<file path="src/rtl/instr_sequencer_if.sv">
// Handshake and bus bundle between instr_sequencer (master) and the
// memory / register-file / PC datapath (slave).
`timescale 1ns/1ps
interface instr_sequencer_if;
  logic [7:0]  data_i;
  logic        mem_ready_i;
  logic        mem_rd_o;
  logic [2:0]  reg16_sel_o;
  logic [2:0]  reg8_sel_o;
  logic        reg_read_o;
  logic        reg_write_o;
  logic        tmp_oe_o;
  logic [7:0]  bus_o;
  logic        pc_inc_o;
  logic        pc_load_o;
  logic [15:0] pc_addr_o;
  logic        instr_done_o;
  logic        illegal_o;
  logic        halted_o;
  logic        bus_err_o;

  modport master (
    input  data_i, mem_ready_i,
    output mem_rd_o, reg16_sel_o, reg8_sel_o, reg_read_o, reg_write_o,
           tmp_oe_o, bus_o, pc_inc_o, pc_load_o, pc_addr_o,
           instr_done_o, illegal_o, halted_o, bus_err_o
  );

  modport slave (
    output data_i, mem_ready_i,
    input  mem_rd_o, reg16_sel_o, reg8_sel_o, reg_read_o, reg_write_o,
           tmp_oe_o, bus_o, pc_inc_o, pc_load_o, pc_addr_o,
           instr_done_o, illegal_o, halted_o, bus_err_o
  );
endinterface

</file>
<file path="src/rtl/instr_sequencer.sv">
// Fetch/decode/execute controller for the 8080 datapath (NOP, MOV r,r, MVI, JMP, HLT).
// Optional memory-wait timeout enabled by defining SEQ_TIMEOUT_EN.
`timescale 1ns/1ps
module instr_sequencer #(
  parameter int unsigned TIMEOUT_CYCLES = 16
) (
  input  logic          clk50M_i,
  input  logic          rst_ni,
  instr_sequencer_if.master sif
);

  typedef enum logic [3:0] {
    S_IDLE, S_FETCH, S_DECODE, S_MOV_RD, S_MOV_WR, S_IMM_RD, S_IMM_WR,
    S_JLO, S_JHI, S_JLOAD, S_HALT
  } state_t;

  state_t     state, state_n;
  logic [7:0] ir, tmp, lo, hi;
  logic [2:0] ddd, sss;
  logic       mem_state, rd_done, timeout;

  assign ddd       = ir[5:3];
  assign sss       = ir[2:0];
  assign mem_state = (state == S_FETCH) || (state == S_IMM_RD) ||
                     (state == S_JLO)   || (state == S_JHI);
  assign rd_done   = mem_state & sif.mem_ready_i;

`ifdef SEQ_TIMEOUT_EN
  localparam int unsigned CNT_W = $clog2(TIMEOUT_CYCLES + 1);
  logic [CNT_W-1:0] wait_cnt;

  // Counter restarts whenever the state changes, so each read gets a fresh budget.
  always_ff @(posedge clk50M_i) begin
    if (!rst_ni) begin
      wait_cnt <= '0;
    end else if (state_n != state) begin
      wait_cnt <= '0;
    end else if (mem_state && !sif.mem_ready_i) begin
      wait_cnt <= wait_cnt + 1'b1;
    end
  end

  // Ready on the limit cycle wins because timeout requires ready low.
  assign timeout = mem_state & ~sif.mem_ready_i &
                   (wait_cnt == CNT_W'(TIMEOUT_CYCLES - 1));
`else
  logic unused_timeout;
  assign unused_timeout = ^TIMEOUT_CYCLES;
  assign timeout        = 1'b0;
`endif

  always_ff @(posedge clk50M_i) begin
    if (!rst_ni) begin
      state <= S_IDLE;
      ir    <= '0;
      tmp   <= '0;
      lo    <= '0;
      hi    <= '0;
    end else begin
      state <= state_n;
      case (state)
        S_FETCH:  if (rd_done) ir  <= sif.data_i;
        S_MOV_RD: tmp <= sif.data_i;
        S_IMM_RD: if (rd_done) tmp <= sif.data_i;
        S_JLO:    if (rd_done) lo  <= sif.data_i;
        S_JHI:    if (rd_done) hi  <= sif.data_i;
        default: ;
      endcase
    end
  end

  always_comb begin
    state_n          = state;
    sif.mem_rd_o     = 1'b0;
    sif.reg16_sel_o  = 3'b100;
    sif.reg8_sel_o   = 3'b000;
    sif.reg_read_o   = 1'b0;
    sif.reg_write_o  = 1'b0;
    sif.tmp_oe_o     = 1'b0;
    sif.bus_o        = '0;
    sif.pc_inc_o     = 1'b0;
    sif.pc_load_o    = 1'b0;
    sif.pc_addr_o    = '0;
    sif.instr_done_o = 1'b0;
    sif.illegal_o    = 1'b0;
    sif.halted_o     = 1'b0;
    sif.bus_err_o    = timeout;

    if (mem_state) begin
      sif.mem_rd_o = 1'b1;
      sif.pc_inc_o = sif.mem_ready_i;
    end

    case (state)
      S_IDLE:   state_n = S_FETCH;
      S_FETCH:  if (timeout) state_n = S_HALT; else if (rd_done) state_n = S_DECODE;
      S_IMM_RD: if (timeout) state_n = S_HALT; else if (rd_done) state_n = S_IMM_WR;
      S_JLO:    if (timeout) state_n = S_HALT; else if (rd_done) state_n = S_JHI;
      S_JHI:    if (timeout) state_n = S_HALT; else if (rd_done) state_n = S_JLOAD;
      S_DECODE: begin
        if (ir == 8'h00) begin
          sif.instr_done_o = 1'b1;
          state_n          = S_FETCH;
        end else if (ir == 8'h76) begin
          state_n = S_HALT;
        end else if (ir[7:6] == 2'b01 && ddd != 3'b110 && sss != 3'b110) begin
          state_n = S_MOV_RD;
        end else if (ir[7:6] == 2'b00 && sss == 3'b110 && ddd != 3'b110) begin
          state_n = S_IMM_RD;
        end else if (ir == 8'hC3) begin
          state_n = S_JLO;
        end else begin
          sif.illegal_o    = 1'b1;
          sif.instr_done_o = 1'b1;
          state_n          = S_FETCH;
        end
      end
      S_MOV_RD: begin
        sif.reg_read_o = 1'b1;
        sif.reg8_sel_o = sss;
        state_n        = S_MOV_WR;
      end
      S_MOV_WR, S_IMM_WR: begin
        sif.tmp_oe_o     = 1'b1;
        sif.bus_o        = tmp;
        sif.reg_write_o  = 1'b1;
        sif.reg8_sel_o   = ddd;
        sif.instr_done_o = 1'b1;
        state_n          = S_FETCH;
      end
      S_JLOAD: begin
        sif.pc_load_o    = 1'b1;
        sif.pc_addr_o    = {hi, lo};
        sif.instr_done_o = 1'b1;
        state_n          = S_FETCH;
      end
      S_HALT:   sif.halted_o = 1'b1;
      default:  state_n = S_IDLE;
    endcase
  end

endmodule

</file>
<file path="src/flat_wrapper.sv">
// flat-port wrapper written by rule: the top's interface ports become plain ports
module instr_sequencer_flat 
#(
  parameter int unsigned TIMEOUT_CYCLES = 16
)
  (clk50M_i, rst_ni, sif_data_i, sif_mem_ready_i, sif_mem_rd_o, sif_reg16_sel_o, sif_reg8_sel_o, sif_reg_read_o, sif_reg_write_o, sif_tmp_oe_o, sif_bus_o, sif_pc_inc_o, sif_pc_load_o, sif_pc_addr_o, sif_instr_done_o, sif_illegal_o, sif_halted_o, sif_bus_err_o);
  instr_sequencer_if sif_i ();
  input  logic clk50M_i;
  input  logic rst_ni;
  input wire logic [$bits(sif_i.data_i)-1:0] sif_data_i;
  input wire logic [$bits(sif_i.mem_ready_i)-1:0] sif_mem_ready_i;
  output wire logic [$bits(sif_i.mem_rd_o)-1:0] sif_mem_rd_o;
  output wire logic [$bits(sif_i.reg16_sel_o)-1:0] sif_reg16_sel_o;
  output wire logic [$bits(sif_i.reg8_sel_o)-1:0] sif_reg8_sel_o;
  output wire logic [$bits(sif_i.reg_read_o)-1:0] sif_reg_read_o;
  output wire logic [$bits(sif_i.reg_write_o)-1:0] sif_reg_write_o;
  output wire logic [$bits(sif_i.tmp_oe_o)-1:0] sif_tmp_oe_o;
  output wire logic [$bits(sif_i.bus_o)-1:0] sif_bus_o;
  output wire logic [$bits(sif_i.pc_inc_o)-1:0] sif_pc_inc_o;
  output wire logic [$bits(sif_i.pc_load_o)-1:0] sif_pc_load_o;
  output wire logic [$bits(sif_i.pc_addr_o)-1:0] sif_pc_addr_o;
  output wire logic [$bits(sif_i.instr_done_o)-1:0] sif_instr_done_o;
  output wire logic [$bits(sif_i.illegal_o)-1:0] sif_illegal_o;
  output wire logic [$bits(sif_i.halted_o)-1:0] sif_halted_o;
  output wire logic [$bits(sif_i.bus_err_o)-1:0] sif_bus_err_o;
  assign sif_i.data_i = sif_data_i;
  assign sif_i.mem_ready_i = sif_mem_ready_i;
  assign sif_mem_rd_o = sif_i.mem_rd_o;
  assign sif_reg16_sel_o = sif_i.reg16_sel_o;
  assign sif_reg8_sel_o = sif_i.reg8_sel_o;
  assign sif_reg_read_o = sif_i.reg_read_o;
  assign sif_reg_write_o = sif_i.reg_write_o;
  assign sif_tmp_oe_o = sif_i.tmp_oe_o;
  assign sif_bus_o = sif_i.bus_o;
  assign sif_pc_inc_o = sif_i.pc_inc_o;
  assign sif_pc_load_o = sif_i.pc_load_o;
  assign sif_pc_addr_o = sif_i.pc_addr_o;
  assign sif_instr_done_o = sif_i.instr_done_o;
  assign sif_illegal_o = sif_i.illegal_o;
  assign sif_halted_o = sif_i.halted_o;
  assign sif_bus_err_o = sif_i.bus_err_o;
  instr_sequencer #(.TIMEOUT_CYCLES(TIMEOUT_CYCLES)) u_core (.clk50M_i(clk50M_i), .rst_ni(rst_ni), .sif(sif_i));
endmodule
</file>
<file path="config.mk">
export PLATFORM = sky130hd
export DESIGN_NAME = instr_sequencer_flat
export DESIGN_NICKNAME = d
export VERILOG_FILES = /design/src/rtl/instr_sequencer_if.sv /design/src/rtl/instr_sequencer.sv /design/src/flat_wrapper.sv
export SDC_FILE = /design/constraint.sdc
export NUM_CORES = 1
export LEC_CHECK = 0
export ABC_CLOCK_PERIOD_IN_PS = 3000
export BUFFER_PORTS_ARGS = -buffer_cell sky130_fd_sc_hd__buf_2
export CAP_MARGIN = 20
export CORE_UTILIZATION = 56
export DETAILED_ROUTE_END_ITERATION = 12
export PLACE_DENSITY = 0.83
export SYNTH_ARGS = -nofsm -noshare
export SYNTH_HDL_FRONTEND = slang
export SYNTH_SLANG_ARGS = --single-unit
</file>
<file path="constraint.sdc">
create_clock -name clk50M_i -period 3 [get_ports clk50M_i]
set_clock_uncertainty 0.15 [all_clocks]
set_input_delay 0.15 -clock clk50M_i [delete_from_list [all_inputs] [get_ports clk50M_i]]
set_output_delay 0.15 -clock clk50M_i [all_outputs]
set_load 0.02 [all_outputs]
</file>
# Word-level counts from Yosys, hierarchy flattened
# Index checks and enable logic that the tools add are counted.
dict set report totals {
  reg_bits 36
  input_bits 11
  out_inout_bits 40
  word_cells 75
}
dict set report op_classes {
  eq_ne 20
  mux 29
  bitwise_logic 2
  n_reduce_logical 19
}
# op n
set ops {}
lappend ops {{2-to-1 mux 4 bit} 8}
lappend ops {{case mux 4 bit (8 select lines)} 1}
lappend ops {{== test 4 x 3 -> 1 bit (second input constant)} 4}
lappend ops {{2-to-1 mux 16 bit} 1}
lappend ops {{2-to-1 mux 8 bit} 2}
lappend ops {{case mux 8 bit (2 select lines)} 1}
lappend ops {{2-to-1 mux 1 bit} 13}
lappend ops {{== test 4 bit (second input constant)} 3}
lappend ops {{== test 4 x 2 -> 1 bit (second input constant)} 2}
lappend ops {{== test 8 x 7 -> 1 bit (second input constant)} 1}
lappend ops {{== test 8 bit (second input constant)} 1}
lappend ops {{logical NOT 8 bit} 1}
lappend ops {{inequality test 2 x 1 -> 1 bit (second input constant)} 4}
lappend ops {{AND reduction 2 bit} 4}
lappend ops {{inequality test 3 bit (second input constant)} 2}
lappend ops {{case mux 3 bit (2 select lines)} 1}
lappend ops {{AND reduction 5 bit} 1}
lappend ops {{== test 4 x 1 -> 1 bit (second input constant)} 1}
lappend ops {{logical AND 1 bit} 4}
lappend ops {{logical NOT 4 bit} 1}
lappend ops {{OR reduction 4 bit} 1}
lappend ops {{== test 3 bit (second input constant)} 1}
lappend ops {{logical OR 1 bit} 3}
lappend ops {{2-to-1 mux 3 bit} 1}
lappend ops {{other kinds (8)} 8}

# Logic depth before layout (Yosys ltp)
dict set report depth {
  word_depth 8
  ltp_mapped 5
  depth_no_buf 4
}

# Least setup slack after synthesis
# OpenSTA, ideal clock, no wires.
dict set report synth_timing {
  kind {register to output}
  start {register u_core.state[1]}
  end {output port sif_pc_inc_o}
  arrival_ns 1.454
  t_required_ns 2.700
  slack_ns 1.246
  stages_incl_launch_ff 4
  n_path_buf 1
  path_cell_list {dfxtp_1 -> buf_2 -> o31ai_1 -> and2_1}
}
dict set report synth_via {
  elab_chain_cells 5
  word_cells_on_any_way 8
  cone_classes {4 x eq/ne; 1 x mux; 3 x reduce/logical}
}
# element line
set synth_rtl {}
lappend synth_rtl {{start, declared} instr_sequencer.sv:17} ;# state_t state, state_n;
lappend synth_rtl {{start signal, assigned} instr_sequencer.sv:60} ;# state <= state_n;
lappend synth_rtl {{== test 4 x 1 -> 1 bit or == test 4 x 3 -> 1 bit (tied branches)} instr_sequencer.sv:24} ;# assign mem_state = (state == S_FETCH) || (state == S_IMM_RD) ||
lappend synth_rtl {{logical OR 1 bit (2 in a row)} instr_sequencer.sv:24}
lappend synth_rtl {{logical OR 1 bit (*)} instr_sequencer.sv:25} ;# (state == S_JLO) || (state == S_JHI);
lappend synth_rtl {{2-to-1 mux 1 bit (*)} instr_sequencer.sv:89} ;# if (mem_state) begin
lappend synth_rtl {{end, declared} flat_wrapper.sv:19} ;# output wire logic [$bits(sif_i.pc_inc_o)-1:0] sif_pc_inc_o;
# Mark *: on every way between the ends. The rest lies on a longest branch, timed or not.

# Worst setup path in the final report
dict set report layout_timing {
  start {register u_core.state[2]}
  end {output port sif_instr_done_o}
}
dict set report layout_via {
  elab_chain_cells 3
  word_cells_on_any_way 6
  cone_classes {4 x eq/ne; 1 x mux; 1 x reduce/logical}
}
# element line
set layout_rtl {}
lappend layout_rtl {{== test 4 x 3 -> 1 bit or == test 4 bit (tied branches)} instr_sequencer.sv:94} ;# case (state)
lappend layout_rtl {{OR reduction 3 bit (no source line)} --}
lappend layout_rtl {{case mux 1 bit (2 select lines) (*)} instr_sequencer.sv:94}
lappend layout_rtl {{end, declared} flat_wrapper.sv:22} ;# output wire logic [$bits(sif_i.instr_done_o)-1:0] sif_instr_done_o;
# Marked as above.

==> metrics.txt <==
commonest non-fill, non-tap cells in the layout 46 x buf_2, 39 x nor2_1, 36 x dfxtp_1; Worst path depth 4; r2r startpoint u_core.state[2]$_SDFFE_PN0P_; CP max stage delay 0.74 ns; full die area 3680 sq um; Post-synth ARST share 0%; Wirelength per Cell 14.5 um; DRT iter0 DRCs 71; fin crit share a little under nine tenths; CTS sink count 36; grt total ovfl 0; total CTS buffers 5; CP endpoint kind output port; final hold slack 0.0896 ns; worst slew pin tran 0.941 ns; # diodes 0; synth warn 0; worst hold stages 3; leak pwr 1.19 nW; layout cells sized above 1 around a quarter; # DRC 0; FF+latch area 721 sq um; Avg Cell Area, Syn just under 9 sq um; Max clock buf depth 2; Post-Route WL 4460 um; Detail Route Antenna Nets 0; via density per instance 5.34; Initial Utilization 61.2%; Worst EP arrival 2.28 ns; setup TNS 0 ns; DR pass1 iterations 4; PostCTS Resize Cnt 0; fin cells between 300 and 400; Max H-tree Level 2; CTS tree built; reg2reg end u_core.hi[5]$_SDFFE_PN0P_; gpl congestion 0.818; first-pass GRT wire length 6930 um; post-synthesis sequential area ratio 37.4%; Multi-input gate area 1110 sq um; RSZ-0062 raised after global routing false; Slew HR 36.8%; Gate Count Post-Synth 217; crit start category register; final setup vio count 0; cell count after placement 290; dominant synthesized flop cell dfxtp_1; clock slew seen by the registers of the worst setup and hold paths 0.12 ns; placed wire-length estimate 2980 um; Post-synth EDFFs 0; CP delay by family, top flip-flops; critical path's slowest cell dfxtp_1; worst skew pair latency 0.36 ns; MaxCap Viol Count 0; min cycle time layout 2.58 ns; Via Count ~1.6k; hold buffers post-CTS 9; Buffers on Ports 46; Slew Viols, Final 0; most common cell after layout, fill and taps aside buf_2; Worst Setup Path Type reg2out; final core occ 72.5%; Buf/Inv on CP 1; R2R cell count 4; Fill cells 251; die height 60.7 um; Area Growth Syn to Fin 18.6%; synth unique cells 43; Reg2Reg Setup Slack 0.89 ns; status finished, final reports clean; initial antenna violation count 0; synthesized flop and latch total 36; nets@finish 273; postcts setup bufs 0; VDD IR max between 0.0003 and 0.0004 V; P per Cell Area 425 nW/um^2; Rows 20; Worst EP required ~2.7 ns; cell chain of the critical path nor2_1 -> and3_1 -> a311o_1 -> buf_2; mapped cell area between 1500 and 2000 sq um; hold path start sif_mem_ready_i; Die Wd around 61 um; largest net degree at the start of global routing 37; # IOs 51; Endpoint, Worst Hold u_core.state[0]$_SDFFE_PN0P_; GR Util All Layers 25.7%; Final Hold Fails 0; vias in the first global route 1423; Root Buffer clkbuf_4; Core ar. 3150 sq um; HP Class in2reg; crit-path max FO 22; fmax ~390 MHz
worst max-delay path by stage:
stage                                      start               end
floorplan           u_core.state[1]$_SDFFE_PN0P_      sif_pc_inc_o
global placement    u_core.state[2]$_SDFFE_PN0P_  sif_instr_done_o
CTS                 u_core.state[2]$_SDFFE_PN0P_  sif_instr_done_o
global route        u_core.state[2]$_SDFFE_PN0P_  sif_instr_done_o
finish              u_core.state[2]$_SDFFE_PN0P_  sif_instr_done_o
detailed placement  u_core.state[2]$_SDFFE_PN0P_  sif_instr_done_o
flip-flops by register name (all words and copies together), names as in the netlist:
signal and cells:
u_core.tmp 8, u_core.state 4, u_core.ir 8, u_core.lo 8
u_core.hi 8
per-layer routing:
layer | global-route usage, % | vias to the layer above | routed length, um
li1 | - | 829 | -
met1 | 36.7 | 749 | 2160
met2 | 38.1 | 55 | 2000
met3 | 5.33 | 5 | 243
met4 | 10.1 | 0 | 46
met5 | 0 | - | 0
power by group:
| part | leakage (nW) | internal, mW | switching [mW] |
|---|---|---|---|
| clock | 0.0412 | 0.174 | 0.180 |
| combinational | 0.858 | 0.0449 | 0.0660 |
| sequential | 0.291 | 0.488 | 0.0195 |
| total | 1.19 | 0.707 | 0.266 |
cells by family after synthesis:
kind of cell	after synthesis	share of synthesized area, %
flip-flops	36	37.4
AND/OR/NAND/NOR	102	29.8
other	2	0.390
AO/OA/AOI/OAI	23	9.28
XOR/XNOR	2	0.909
multiplexers	32	16.6
buffers and inverters	20	5.65
layout make-up:
type,count,share of cell area [%]
clock inverter,3,1.86
timing repair buffer,55,14.0
inverter,1,0.164
clock buffer,5,1.64
multi-input combinational,163,48.4
tap,44,2.41
sequential,36,31.5
tightest hold or removal path, cell delays in order:
cell and delay (ns):
buf_2 0.17, o21ai_0 0.16, a211oi_1 0.07
synth_stat cells (2+ instances only):
master / instances / area (sq um)
o21ai_0: 5 / 25.0
clkbuf_1: 6 / 22.5
mux2i_1: 32 / 320
conb_1: 2 / 7.51
buf_4: 7 / 52.6
and3_1: 9 / 56.3
nor2b_1: 2 / 12.5
a21oi_1: 2 / 10.0
nor2_1: 39 / 146
nand2b_1: 3 / 18.8
dfxtp_1: 36 / 721
buf_2: 6 / 30.0
nor3_1: 5 / 25.0
nand3b_1: 2 / 15.0
nor4_2: 2 / 25.0
a211oi_1: 3 / 22.5
nand2_1: 6 / 22.5
a21o_1: 2 / 15.0
nand3_1: 2 / 10.0
and2_1: 21 / 131
a22o_1: 3 / 26.3
metrics by stage:
stage          area (sq um)  worst slack, ns  total power [mW]
2_1_floorplan          1940             1.25             0.592
3_3_place_gp           2120            0.915             0.616
3_5_place_dp           2120            0.869             0.618
4_1_cts                2290            0.429             0.974
5_1_grt                2290            0.268              1.01
6_report               2290            0.417             0.972
(Power assumes the default switching activity.)
